## config.mk

```make
export PLATFORM = sky130hd
export DESIGN_NAME = core_rx
export DESIGN_NICKNAME = d
export VERILOG_FILES = /design/src/rtl/core_rx_pkg.sv /design/src/rtl/rx_store_16x4.sv /design/src/rtl/core_rx.sv
export SDC_FILE = /design/constraint.sdc
export NUM_CORES = 1
export LEC_CHECK = 0
export ABC_AREA = 1
export ABC_CLOCK_PERIOD_IN_PS = 4400
export CAP_MARGIN = 15
export CORE_ASPECT_RATIO = 1.5
export CORE_UTILIZATION = 55
export CTS_BUF_LIST = sky130_fd_sc_hd__clkbuf_8
export CTS_CLUSTER_SIZE = 10
export DETAILED_ROUTE_END_ITERATION = 8
export PLACE_DENSITY_LB_ADDON = 0.08
export REMOVE_ABC_BUFFERS = 1
export SETUP_SLACK_MARGIN = 0.02
export SYNTH_ARGS = -nofsm -noshare
export SYNTH_HDL_FRONTEND = slang
export SYNTH_HIERARCHICAL = 1
export SYNTH_SLANG_ARGS = --single-unit
```

## constraint.sdc

```tcl
create_clock -name hit -period 4.4 [get_ports hit]
set_clock_uncertainty 0.2 [all_clocks]
set_input_delay 0.88 -clock hit [delete_from_list [all_inputs] [get_ports hit]]
set_output_delay 0.88 -clock hit [all_outputs]
set_load 0.1 [all_outputs]
```

## src/rtl/core_rx_pkg.sv

```systemverilog
// Shared constants, FSM encoding and reference word table for the 16x4 serial receiver.
package core_rx_pkg;

  localparam int NWORDS = 16;
  localparam int AW     = 4;
  localparam int DW     = 4;
  localparam int BW     = 2;

  typedef enum logic [1:0] {
    IDLE = 2'd0,
    RECV = 2'd1,
    DONE = 2'd2
  } rx_state_t;

  // Same contents as the transmitter ROM: word i holds the value i.
  localparam logic [NWORDS-1:0][DW-1:0] REF_WORDS = 64'hFEDC_BA98_7654_3210;

  function automatic logic [DW-1:0] ref_word(input logic [AW-1:0] addr);
    return REF_WORDS[addr];
  endfunction

endpackage

```

## src/rtl/rx_store_16x4.sv

```systemverilog
// 16x4 register file: synchronous write and clear, asynchronous read.
module rx_store_16x4
  import core_rx_pkg::*;
(
  input  logic          clk,
  input  logic          clr,
  input  logic          we,
  input  logic [AW-1:0] wa,
  input  logic [DW-1:0] wd,
  input  logic [AW-1:0] ra,
  output logic [DW-1:0] rd
);

  logic [DW-1:0] mem [NWORDS];

  always_ff @(posedge clk) begin
    if (clr) begin
      for (int i = 0; i < NWORDS; i++) begin
        mem[i] <= '0;
      end
    end else if (we) begin
      mem[wa] <= wd;
    end
  end

  // A write to ra in this cycle is only visible after the edge.
  assign rd = mem[ra];

endmodule

```

## src/rtl/core_rx.sv

```systemverilog
// Serial receiver: deserialises a 64-bit frame (word 0 first, LSB first) into 16 x 4-bit words.
// Optional build macro CORE_RX_CMP_EN enables the sticky compare against REF_WORDS on ERR.
module core_rx
  import core_rx_pkg::*;
(
  input  logic          hit,
  input  logic          clr,
  input  logic          RX,
  input  logic          EN,
  input  logic          SYNC,
  output logic [AW-1:0] NOM,
  output logic [BW-1:0] BIT,
  output logic [DW-1:0] LE,
  output logic          WE,
  output logic          FRM,
  output logic          BUSY,
  input  logic [AW-1:0] RD_A,
  output logic [DW-1:0] RD_D,
  output logic          ERR
);

  rx_state_t     state;
  logic [DW-2:0] shift;
  logic          word_done;
  logic [DW-1:0] word;

  // SYNC takes priority, so a word completing alongside SYNC is never stored.
  assign word_done = (state == RECV) && EN && !SYNC && (BIT == BW'(DW - 1));
  assign word      = {RX, shift};
  assign BUSY      = (state == RECV);

  always_ff @(posedge hit) begin
    if (clr) begin
      state <= IDLE;
      NOM   <= '0;
      BIT   <= '0;
      LE    <= '0;
      WE    <= 1'b0;
      FRM   <= 1'b0;
      shift <= '0;
    end else begin
      WE  <= 1'b0;
      FRM <= 1'b0;
      if (SYNC) begin
        state <= RECV;
        NOM   <= '0;
        if (EN) begin
          shift[0] <= RX;
          BIT      <= BW'(1);
        end else begin
          BIT <= '0;
        end
      end else if ((state == RECV) && EN) begin
        if (word_done) begin
          LE  <= word;
          WE  <= 1'b1;
          BIT <= '0;
          if (NOM == AW'(NWORDS - 1)) begin
            FRM   <= 1'b1;
            NOM   <= '0;
            state <= DONE;
          end else begin
            NOM <= NOM + AW'(1);
          end
        end else begin
          shift[BIT] <= RX;
          BIT        <= BIT + BW'(1);
        end
      end
    end
  end

  rx_store_16x4 u_store (
    .clk (hit),
    .clr (clr),
    .we  (word_done),
    .wa  (NOM),
    .wd  (word),
    .ra  (RD_A),
    .rd  (RD_D)
  );

`ifdef CORE_RX_CMP_EN
  // Sticky mismatch flag; a new frame start clears it.
  always_ff @(posedge hit) begin
    if (clr) begin
      ERR <= 1'b0;
    end else if (SYNC) begin
      ERR <= 1'b0;
    end else if (word_done && (word != ref_word(NOM))) begin
      ERR <= 1'b1;
    end
  end
`else
  assign ERR = 1'b0;
`endif

endmodule
```

== Word-level counts from Yosys, hierarchy flattened ==
Memories as Yosys holds them, arrays and structs flattened.
Cells that the tools add are included.

* Reductions and logical operators: 18
* Magnitude comparators: 2
* Bitwise operators: 3
* Eq/ne operators: 5
* $add $sub $neg: 2
* Muxes and demuxes: 25

{| class="wikitable"
|+ Operators by type and width
! operator !! number
|-
| 1-bit two-way mux || 17
|-
| 3-bit AND reduction || 5
|-
| 4-bit two-way mux || 3
|-
| 4-bit OR reduction || 2
|-
| 2-bit two-way mux || 3
|-
| 2-bit nonzero test || 3
|-
| 4-bit by 1-bit adder with 4-bit output, second input constant || 1
|-
| 4-bit equality test, second input constant || 1
|-
| 1-bit logical AND || 4
|-
| 2-bit inequality test, second input constant || 2
|-
| 3-bit bitwise mux || 1
|-
| 2-bit by 3-bit less-than comparator with 1-bit output, second input constant || 1
|-
| 1-bit NOT || 3
|-
| 3-bit OR reduction || 1
|-
| 2-bit by 1-bit adder with 2-bit output, second input constant || 1
|-
| 1-bit demux with 2-bit select || 1
|-
| 2-bit by 1-bit equality test with 1-bit output, second input constant || 1
|-
| 2-bit equality test, second input constant || 1
|-
| 2-bit by 1-bit >= comparator with 1-bit output, second input constant || 1
|-
| 2-bit AND reduction || 1
|-
| 2-bit OR reduction || 1
|-
| 1-bit logical NOT || 1
|}

* Bits in writable memories: 64
* Memories kept: 1
* Register bits after elaboration: 17
* Output and inout bits: 18
* Input bits: 9

{| class="wikitable"
|+ Memories
! name !! depth !! width !! read ports !! clocked after memory_dff !! write ports !! line !! RTL
|-
| u_store.mem || 16 || 4 || 1 || 0 || 16 || rx_store_16x4.sv:14 || <nowiki>logic [DW-1:0] mem [NWORDS];</nowiki>
|}

== Longest topological paths before layout ==
Gate-level depths: netlist of the first run.

* Depth in word-level cells: 9
* Depth in mapped cells: 9
* Gate-level depth less buffers: 8

== By module ==
Netlist of the first run, hierarchy kept.

{| class="wikitable"
|+ By module, submodules not included
! module !! instances !! area each (µm²) !! seq. area each (µm²) !! cells an instance
|-
| rx_store_16x4 || 1 || 3245.6 || 1921.8 || 380
|-
| core_rx || 1 || 833.3 || 340.3 || 112
|}

== Least setup slack after synthesis of the first run ==
OpenSTA, ideal clock, no wires.

* Path kind: input to output
* Start point: in RD_A[0]
* End point: out RD_D[0]
* Path slack: 1.219 ns
* Path buffers: 2
* Arrival: 2.101 ns
* Cell stages on the path: 9
* Data required time: 3.320 ns
* Path through: buf_4 -> inv_4 -> buf_6 -> nand2_1 -> nand2_1 -> nand2_1 -> nand3_1 -> nand3_1 -> nand2_1

* Word-level cells in the longest chain between the ends: 1

{| class="wikitable"
|+ RTL lines
! what !! line !! RTL
|-
| start, declared || core_rx.sv:17 || <nowiki>input logic [AW-1:0] RD_A,</nowiki>
|-
| memory 16 x 4 bit || n/a ||
|-
| end, declared || core_rx.sv:18 || <nowiki>output logic [DW-1:0] RD_D,</nowiki>
|}

Every way passes these cells.

== Worst setup path in the final report of the first run ==
* Start point: in RD_A[1]
* End point: out RD_D[3]

The elaborated chain is that of the path after synthesis.

==> PnR_summary.wiki, run 1 <==
{| class="wikitable"
! Metric !! Value
|-
| Outcome || finished, final reports clean
|-
| Clock-pin slew of the registers on the worst-case setup and hold paths || 70 ps
|-
| Flip-flop and latch count after synthesis || 81
|-
| Die extent in y || 107 µm
|-
| Setup repair after global routing missed its margin || no
|-
| Effective utilization at floorplan || 0.564
|-
| Warnings, synthesis || 6
|-
| Overall routed net length || 8530 µm
|-
| Tot Pwr || 1.52 mW
|-
| Final critical delay including setup and external delays || 3630 ps
|-
| Detail-routed net length per standard cell || 13.8 µm
|-
| Post-CTS setup buffer count || 0
|-
| Die outline area || 7770 µm²
|-
| Leakage power total || 1.96 nW
|-
| IO buf count || 25
|-
| Setup tns final || 0 ps
|-
| Count of routing violations after the opening detailed-route iteration || 201
|-
| Die span in x || 72.3 µm
|-
| Number of instances on the worst hold path || 2
|-
| Final count of negative-setup-slack endpoints || 0
|-
| Antenna violations before repair || 0
|-
| Final net count || 525
|-
| Min-Delay Path Class || reg2reg
|-
| Clock share of power || 0.316
|-
| Reg2reg setup slack || 1720 ps
|-
| Maximum achievable frequency || 0.275 GHz
|-
| Global route overflow || 0
|-
| Fillers || 677
|-
| Via count of the first global-routing pass || 2975
|-
| Sequential element share of the synthesized area || 0.555
|-
| Area of the core || 7230 µm²
|-
| Antenna Violating Nets Remaining || 0
|-
| Post-CTS sizing || 0
|-
| Post-Syn Area || 4080 µm²
|-
| Data arrival at the endpoint of the critical path || 2550 ps
|-
| Wire length of the first global-routing pass || 13900 µm
|-
| Proportion of layout cells with a drive suffix above 1 || 0.0678
|-
| Switching fraction of total power || 0.257
|-
| Internal power summed over all cells || 1.13 mW
|-
| Cells on worst reg2reg path || 7
|-
| Count of hold-fix buffers inserted at cts || 0
|-
| TritonCTS clock tree || built
|-
| Number of failing hold endpoints at the final stage || 0
|-
| Number of buffers created by CTS || 9
|-
| Top cell type by total area after synthesis || edfxtp_1
|-
| Period utilization || 0.825
|-
| Hpwl dp || 6110 µm
|-
| Cells after synthesis || 492
|-
| Pin count of the biggest net entering global routing || 33
|-
| Count of clock tree sinks || 81
|-
| Area share of the largest cell type after synthesis || 0.471
|-
| Share of power burned in combinational logic || 0.120
|-
| Distinct cell type count of the synthesized netlist || 25
|-
| Switching component of the power || 0.391 mW
|-
| Largest voltage drop on the vdd net || 249 µV
|-
| Number of top-level pins || 27
|-
| Power density relative to cell area || 335 nW/µm²
|-
| Clock root buffer || clkbuf_8
|-
| Max FO, Critical Path || 17
|-
| Number of buffers between clock root and the deepest sink || 2
|-
| Std cell rows || 38
|-
| Worst setup path class || in2out
|-
| Overall via count from detail_route || 3073
|-
| CTS H-Tree Depth || 3
|-
| Worst endpoint required time || 3320 ps
|-
| Clock Latency Late Sink || 360 ps
|-
| Reg2Reg Launch Point || BIT[0]$_SDFFE_PP0P_
|-
| Max-cap violations || 0
|-
| Cell Area, Placed || 4370 µm²
|-
| Final count of pins violating max slew || 0
|-
| Flop pwr share || 0.563
|-
| End of the worst register-to-register path || u_store/mem[8][2]$_SDFFCE_PN0P_
|-
| RePlAce Congestion || 0.844
|-
| Start point of the worst min-delay path || LE[3]$_SDFFE_PP0P_
|-
| Crit. End Element || output pin
|-
| Cell area after layout || 4550 µm²
|-
| Length of the first detailed-routing pass in iterations || 4
|-
| Total global routing track utilization || 0.246
|-
| Worst slew slack as a fraction of its limit || 0.354
|-
| Area added between synthesis and finish || 11.5%
|-
| CP Launch Type || input pin
|-
| Synthesized area per cell || 8.29 µm²
|-
| Per-cell via count in the routed design || 4.99
|-
| Number of remaining DRC errors || 0
|-
| Diodes inserted || 0
|-
| Hold Crit Endpoint || LE[3]$_SDFFE_PP0P_
|-
| Worst Max-Slew Pin Slew || 966 ps
|-
| Synth area leaders || edfxtp_1 47%, nand2_1 13%, dfxtp_1 8.3%
|}
==> cell usage after synthesis <==
master and n:
nand2_1 139, nor2_1 86, inv_1 71, edfxtp_1 64
nand3_1 63, dfxtp_1 17, a21oi_1 10, buf_4 6
clkbuf_1 6, ha_1 5, inv_2 4, buf_2 3
buf_6 3, inv_4 2, nand2_2 2, nor3_2 2
buf_12 1, conb_1 1, nand2_4 1, nand3_4 1
nand4_1 1, nor2_2 1, nor2_4 1, nor3_4 1
xor2_1 1
==> worst max path at each step <==
stage | startpoint | endpoint | slack (ps) | depth (start not counted)
6_report | RD_A[1] | RD_D[3] | 770 | 7
5_1_grt | RD_A[1] | RD_D[3] | 630 | 7
4_1_cts | RD_A[1] | RD_D[2] | 760 | 7
3_5_place_dp | RD_A[1] | RD_D[2] | 770 | 7
3_3_place_gp | RD_A[1] | RD_D[2] | 840 | 7
2_1_floorplan | RD_A[0] | RD_D[3] | 1350 | 7
==> through the flow <==
step | worst slack [ps] | cells | utilization | hold WS, ps
after floorplan | 1350 | 473 | - | 246
after global placement | 839 | 600 | 0.605 | 255
after detailed placement | 771 | 600 | 0.605 | 263
after CTS | 760 | 616 | 0.629 | 276
after global routing | 631 | 616 | 0.629 | 296
final | 768 | 616 | 0.629 | 272
==> power groups by stage <==
stage               combinational [mW]  sequential [mW]  clock [mW]
floorplan                        0.112            0.878           0
global placement                 0.183            0.874           0
detailed placement               0.184            0.875           0
CTS                              0.185            0.858       0.494
global route                     0.199            0.861       0.520
finish                           0.183            0.858       0.482
==> placed cells by master, fill, tap and decap left out <==
master	n
a21oi_1	10
conb_1	1
clkbuf_8	11
nand2_1	139
nor3_4	1
nand2_4	1
xor2_1	1
nor2_4	1
inv_4	3
clkinv_2	2
clkdlybuf4s50_1	21
nand2_2	2
nand3_4	1
buf_12	4
nor2_1	86
nand4_1	1
inv_2	4
nand3_1	63
nor2_2	1
buf_4	2
edfxtp_1	64
ha_1	5
inv_1	73
nor3_2	2
dfxtp_1	17
==> final cells by class <==
class	count	area, µm²	share of cell area
sequential	81	2260	0.497
tap	100	125	0.0275
multi-input combinational	315	1390	0.305
inverter	77	294	0.0646
clock buffer	11	151	0.0333
clock inverter	5	23.8	0.00523
timing repair buffer	27	305	0.0671
==> cell families (layout without fill, tap and decap cells) <==
kind of cell | count (synthesis) | in the layout | synth area share
flip-flops | 81 | 81 | 0.555
other | 1 | 1 | 0.000919
AO/OA/AOI/OAI | 10 | 10 | 0.0123
AND/OR/NAND/NOR | 298 | 298 | 0.309
buffers and inverters | 96 | 120 | 0.106
adder cells (fa/ha/maj) | 5 | 5 | 0.0153
XOR/XNOR | 1 | 1 | 0.00215
==> critical path: stages <==
cell and delay (ps):
clkdlybuf4s50_1 880, inv_4 180, nand3_1 150, nand3_1 90, nand3_1 90, nand2_1 90, buf_12 170
==> flip-flops by register name, indices dropped and copies added (netlist names) <==
signal       flops
u_store/mem     64
LE               4
NOM              4
shift            3
BIT              2
state            2
FRM              1
WE               1
==> metal layers <==
| layer | track usage | routed length [µm] |
|---|---|---|
| met1 | 0.268 | 3310 |
| met2 | 0.453 | 4730 |
| met3 | 0.0468 | 336 |
| met4 | 0.106 | 159 |
| met5 | 0 | 0 |
(Power assumes the default switching activity.)
==> run 2, diff against run 1 <==
--- a/config.mk
+++ b/config.mk
@@ -6,7 +6,7 @@
 export NUM_CORES = 1
 export LEC_CHECK = 0
 export ABC_AREA = 1
-export ABC_CLOCK_PERIOD_IN_PS = 4400
+export ABC_CLOCK_PERIOD_IN_PS = 3400
 export CAP_MARGIN = 15
 export CORE_ASPECT_RATIO = 1.5
 export CORE_UTILIZATION = 55
==> constraint.sdc (replaced) <==
create_clock -name hit -period 3.4 [get_ports hit]
set_clock_uncertainty 0.2 [all_clocks]
set_input_delay 0.68 -clock hit [delete_from_list [all_inputs] [get_ports hit]]
set_output_delay 0.68 -clock hit [all_outputs]
set_load 0.1 [all_outputs]
==> run 2 against run 1 <==
Compared with the run above: worst setup slack got worse by 440 ps; flip-flop and latch count unchanged; worst hold slack better by 3.6 ps; global-route usage up 1.2 points; utilization rose by 0.59 points; routed wire length increased by 5.7%; power grew 38%; clock power is 55% higher; largest cell class unchanged; highest routed layer unchanged.
==> PnR_summary.wiki, run 2 (same netlist as run 1, synthesis figures left out) <==
{| class="wikitable"
! Metric !! Value
|-
| Clock root buffer || clkbuf_8
|-
| Count of clock tree sinks || 81
|-
| Number of remaining DRC errors || 0
|-
| Final net count || 529
|-
| Number of failing hold endpoints at the final stage || 0
|-
| Hpwl dp || 6340 µm
|-
| Number of top-level pins || 27
|-
| Area of the core || 7230 µm²
|-
| Number of placed cells counting well taps || 604
|-
| Largest voltage drop on the vdd net || 312 µV
|-
| Count of routing violations after the opening detailed-route iteration || 218
|-
| Diodes inserted || 0
|-
| Worst Max-Slew Pin Slew || 706 ps
|-
| Flop pwr share || 0.530
|-
| Data arrival at the endpoint of the critical path || 2190 ps
|-
| Area added between synthesis and finish || 12.5%
|-
| Cell Area, Placed || 4380 µm²
|-
| Number of buffers between clock root and the deepest sink || 2
|-
| Via count of the first global-routing pass || 3047
|-
| Worst endpoint required time || 2520 ps
|-
| Antenna Violating Nets Remaining || 0
|-
| Leakage power total || 2.00 nW
|-
| Post-CTS sizing || 0
|-
| Final count of pins violating max slew || 0
|-
| Commonest non-fill, non-tap cell in the layout || nand2_1
|-
| Effective utilization at floorplan || 0.564
|-
| Global route overflow || 0
|-
| CP Launch Type || input pin
|-
| Fillers || 668
|-
| Flip-flop count of the largest register after layout || 64
|-
| Switching component of the power || 0.523 mW
|-
| Power density relative to cell area || 457 nW/µm²
|-
| Max-cap violations || 0
|-
| Worst slew slack as a fraction of its limit || 0.529
|-
| Worst setup path class || in2out
|-
| Outcome || finished, final reports clean
|-
| Post-CTS setup buffer count || 0
|-
| Proportion of layout cells with a drive suffix above 1 || 0.100
|-
| Post-route insts no fill || 619
|-
| Overall via count from detail_route || 3141
|-
| Per-cell via count in the routed design || 5.07
|-
| Wire length of the first global-routing pass || 14600 µm
|-
| Share of power burned in combinational logic || 0.116
|-
| Std cell rows || 38
|-
| Max FO, Critical Path || 32
|-
| Clock-pin slew of the registers on the worst-case setup and hold paths || 80 ps
|-
| Die outline area || 7770 µm²
|-
| Largest registers in the final layout || u_store/mem (64), LE (4), NOM (4)
|-
| Setup repair after global routing missed its margin || no
|-
| Final critical delay including setup and external delays || 3070 ps
|-
| Total global routing track utilization || 0.258
|-
| Clock share of power || 0.355
|-
| Final count of negative-setup-slack endpoints || 0
|-
| Maximum achievable frequency || 0.325 GHz
|-
| RePlAce Congestion || 0.815
|-
| Setup tns final || 0 ps
|-
| Length of the first detailed-routing pass in iterations || 5
|-
| Cell area after layout || 4590 µm²
|-
| Die span in x || 72.3 µm
|-
| IO buf count || 25
|-
| Switching fraction of total power || 0.249
|-
| Detail-routed net length per standard cell || 14.6 µm
|-
| Period utilization || 0.904
|-
| Antenna violations before repair || 0
|-
| Count of hold-fix buffers inserted at cts || 0
|-
| Die extent in y || 107 µm
|-
| Most used cells in the layout excluding fill and tap cells || 139 x nand2_1, 86 x nor2_1, 71 x inv_1
|-
| CTS H-Tree Depth || 3
|-
| Min-Delay Path Class || reg2reg
|-
| Internal power summed over all cells || 1.58 mW
|-
| Crit. End Element || output pin
|-
| Number of buffers created by CTS || 9
|-
| Pin count of the biggest net entering global routing || 33
|-
| Clock Latency Late Sink || 350 ps
|-
| TritonCTS clock tree || built
|-
| Overall routed net length || 9020 µm
|-
| Most flops, register || u_store/mem
|}
run 2: cell count changes in the layout (fill, tap and decap cells not counted):
| cell | previous run | this run |
|---|---|---|
| clkdlybuf4s50_1 | 21 | 8 |
| clkbuf_8 | 11 | 9 |
| bufinv_16 | 0 | 2 |
| clkinv_2 | 2 | 1 |
| inv_1 | 73 | 71 |
| buf_4 | 2 | 18 |
| inv_4 | 3 | 2 |
| buf_12 | 4 | 5 |
| clkinv_1 | 0 | 1 |
| clkinvlp_4 | 0 | 2 |
run 2: final cells by class:
type	instances	area (µm²)	area share
clock buffers	9	124	0.0270
clock inverters	6	83.8	0.0183
inverters	77	294	0.0641
multi-input cells	315	1390	0.302
flip-flops and latches	81	2260	0.493
well taps	100	125	0.0273
repair buffers	31	315	0.0687
run 2: stage by stage:
stage / hold WS, ps / setup slack (ps) / utilization / power, mW
after detailed placement: 266 / 334 / 0.606 / 1.38
after global placement: 255 / 356 / 0.606 / 1.37
after floorplan: 246 / 483 / - / 1.28
after global routing: 294 / 179 / 0.635 / 2.17
final: 276 / 325 / 0.635 / 2.10
after CTS: 279 / 326 / 0.635 / 2.11
run 2: final timing paths:
path,endpoint,start,slack [ps],cells past startpoint
worst min-delay path,LE[0]$_SDFFE_PP0P_,LE[0]$_SDFFE_PP0P_,280,2
worst min register to register,LE[0]$_SDFFE_PP0P_,LE[0]$_SDFFE_PP0P_,280,2
worst max-delay path,RD_D[0],RD_A[0],330,9
worst max register to register,u_store/mem[13][3]$_SDFFCE_PN0P_,BIT[0]$_SDFFE_PP0P_,1050,7
run 2: critical path, stage by stage:
cell,delay (ps)
clkdlybuf4s50_1,510
inv_4,280
nand2_1,120
nand2_1,80
nand2_1,40
nand3_1,70
nand3_1,90
nand2_1,120
buf_12,180
run 2: routing by layer:
layer,track usage,wire [µm]
met1,0.298,3500
met2,0.456,4880
met3,0.0487,480
met4,0.118,153
met5,0,0
run 2: power by group through the flow:
stage,Clock (mW),Combinational [mW],Sequential [mW]
detailed placement,0,0.242,1.13
global placement,0,0.240,1.13
CTS,0.760,0.243,1.11
floorplan,0,0.145,1.14
global route,0.793,0.266,1.11
finish,0.745,0.243,1.11
==> run 3, diff against run 2 <==
--- a/config.mk
+++ b/config.mk
@@ -13,6 +13,7 @@
 export CTS_BUF_LIST = sky130_fd_sc_hd__clkbuf_8
 export CTS_CLUSTER_SIZE = 10
 export DETAILED_ROUTE_END_ITERATION = 8
+export DONT_BUFFER_PORTS = 1
 export PLACE_DENSITY_LB_ADDON = 0.08
 export REMOVE_ABC_BUFFERS = 1
 export SETUP_SLACK_MARGIN = 0.02
==> run 3 against run 2 <==
Compared with the run above: combinational power fell by 20%; clock power fell by 16%; die area did not move; critical path depth fell by 1; routed wire length fell by 5.0%; clock-buffer cell count rose by 3; via count fell by 3.5%; sequential power barely moved; fmax rose by 21%; final area fell by 5.9%; largest power group unchanged.
==> PnR_summary.wiki, run 3 (same netlist as run 1, synthesis figures left out) <==
{| class="wikitable"
! Metric !! Value
|-
| Outcome || finished, final reports clean
|-
| Cell with the largest stage delay on the worst path || buf_4
|-
| Flip-flop count of the largest register after layout || 64
|-
| Per-cell via count in the routed design || 5.07
|-
| IO buf count || 0
|-
| Effective utilization at floorplan || 0.564
|-
| Final count of pins violating max slew || 0
|-
| Crit. End Element || output pin
|-
| Count of routing violations after the opening detailed-route iteration || 201
|-
| Max FO, Critical Path || 33
|-
| Antenna Violating Nets Remaining || 0
|-
| Total global routing track utilization || 0.243
|-
| Count of hold-fix buffers inserted at cts || 0
|-
| Area added between synthesis and finish || 5.89%
|-
| Number of top-level pins || 27
|-
| RePlAce Congestion || 0.706
|-
| Detail-routed net length per standard cell || 14.3 µm
|-
| Hpwl dp || 6170 µm
|-
| Commonest non-fill, non-tap cell in the layout || nand2_1
|-
| Std cell rows || 38
|-
| Clock-pin slew of the registers on the worst-case setup and hold paths || 70 ps
|-
| Final count of negative-setup-slack endpoints || 0
|-
| Clock Latency Late Sink || 350 ps
|-
| Number of buffers between clock root and the deepest sink || 2
|-
| Number of buffers created by CTS || 9
|-
| Setup tns final || 0 ps
|-
| Number of placed cells counting well taps || 583
|-
| Die extent in y || 107 µm
|-
| Pin count of the biggest net entering global routing || 34
|-
| Area of the core || 7230 µm²
|-
| Diodes inserted || 0
|-
| Most used cells in the layout excluding fill and tap cells || 139 x nand2_1, 86 x nor2_1, 74 x inv_1
|-
| Worst endpoint required time || 2520 ps
|-
| Critical path's most frequent cell || nand2_1
|-
| Via count of the first global-routing pass || 2947
|-
| Worst stage delay on the critical path || 280 ps
|-
| CTS H-Tree Depth || 3
|-
| Largest registers in the final layout || u_store/mem (64), LE (4), NOM (4)
|-
| Power density relative to cell area || 446 nW/µm²
|-
| Critical path cell sequence || inv_4 > nand2_1 > nand2_1 > nand2_1 > nand3_1 > nand3_1 > nand2_1 > buf_4
|-
| Length of the first detailed-routing pass in iterations || 4
|-
| Proportion of layout cells with a drive suffix above 1 || 0.0743
|-
| Minimum setup slack after placement || 833 ps
|-
| Count of clock tree sinks || 81
|-
| Wire length of the first global-routing pass || 13700 µm
|-
| Max-cap violations || 0
|-
| Number of failing hold endpoints at the final stage || 0
|-
| Data arrival at the endpoint of the critical path || 1660 ps
|-
| Overall via count from detail_route || 3030
|-
| Maximum achievable frequency || 0.394 GHz
|-
| Final net count || 508
|-
| Leakage power total || 1.89 nW
|-
| Post-CTS sizing || 0
|-
| Post-CTS setup buffer count || 0
|-
| Worst slew slack as a fraction of its limit || 0.351
|-
| Most flops, register || u_store/mem
|-
| Number of remaining DRC errors || 0
|-
| Clock root buffer || clkbuf_8
|-
| Global route overflow || 0
|-
| Final critical delay including setup and external delays || 2540 ps
|-
| Die outline area || 7770 µm²
|-
| Period utilization || 0.746
|-
| Largest voltage drop on the vdd net || 338 µV
|-
| Die span in x || 72.3 µm
|-
| CP Launch Type || input pin
|-
| TritonCTS clock tree || built
|-
| Setup repair after global routing missed its margin || no
|-
| Worst setup path class || in2out
|-
| Tot Pwr || 1.93 mW
|-
| Post-route insts no fill || 598
|-
| Worst Max-Slew Pin Slew || 972 ps
|-
| Worst hold slack || 192 ps
|-
| Fillers || 673
|-
| Overall routed net length || 8560 µm
|-
| Antenna violations before repair || 0
|-
| Setup ws final || 863 ps
|-
| Min-Delay Path Class || in2reg
|}
## run 3: changes by cell type in the layout (fill, tap and decap cells not counted)
cell             change
clkdlybuf4s50_1      -8
inv_1                +3
clkinv_1             -1
bufinv_16            -2
clkbuf_8             +3
buf_4                -8
clkinv_2             -1
clkinvlp_4           -2
buf_12               -5
## run 3: critical path: cells and delay by family
family / cells / cell delay, ps
AND/OR/NAND/NOR: 6 / 450
buffers and inverters: 2 / 510
## run 3: path summary, 6_finish.rpt
check                                           start                          endpoint  slack [ps]  depth (start not counted)
worst max-delay path                          RD_A[0]                           RD_D[0]         860                          8
worst min-delay path                              clr                LE[3]$_SDFFE_PP0P_         190                          1
worst max register to register    BIT[0]$_SDFFE_PP0P_  u_store/mem[10][2]$_SDFFCE_PN0P_         870                          7
worst min register to register  shift[0]$_SDFFE_PP0P_                LE[0]$_SDFFE_PP0P_         290                          2
## run 3: cell type report
type,count,area [µm²],area share
Sequential cell,81,2260,0.524
Multi-Input combinational cell,315,1390,0.321
Inverter,77,294,0.0681
Clock buffer,12,165,0.0382
Tap cell,100,125,0.0290
Timing Repair Buffer,10,75.1,0.0174
Clock inverter,3,11.3,0.00261
## run 3: per-layer routing
layer,GRT usage,up-vias,routed length [µm]
met4,0.122,0,221
met1,0.258,1395,3180
met5,0,-,0
met3,0.0449,15,438
met2,0.448,79,4720
li1,-,1541,-
## run 3: power breakdown
group	leakage [nW]	internal (mW)	switching, mW
registers	0.775	1.10	0.0107
logic	1.01	0.0446	0.150
clock network	0.102	0.314	0.311
total	1.89	1.46	0.472
## run 3: metrics by stage
step | instance area, µm² | utilization
after global routing | 4320 | 0.598
after detailed placement | 4140 | 0.573
after floorplan | 3940 | -
after CTS | 4320 | 0.598
final | 4320 | 0.598
after global placement | 4140 | 0.573
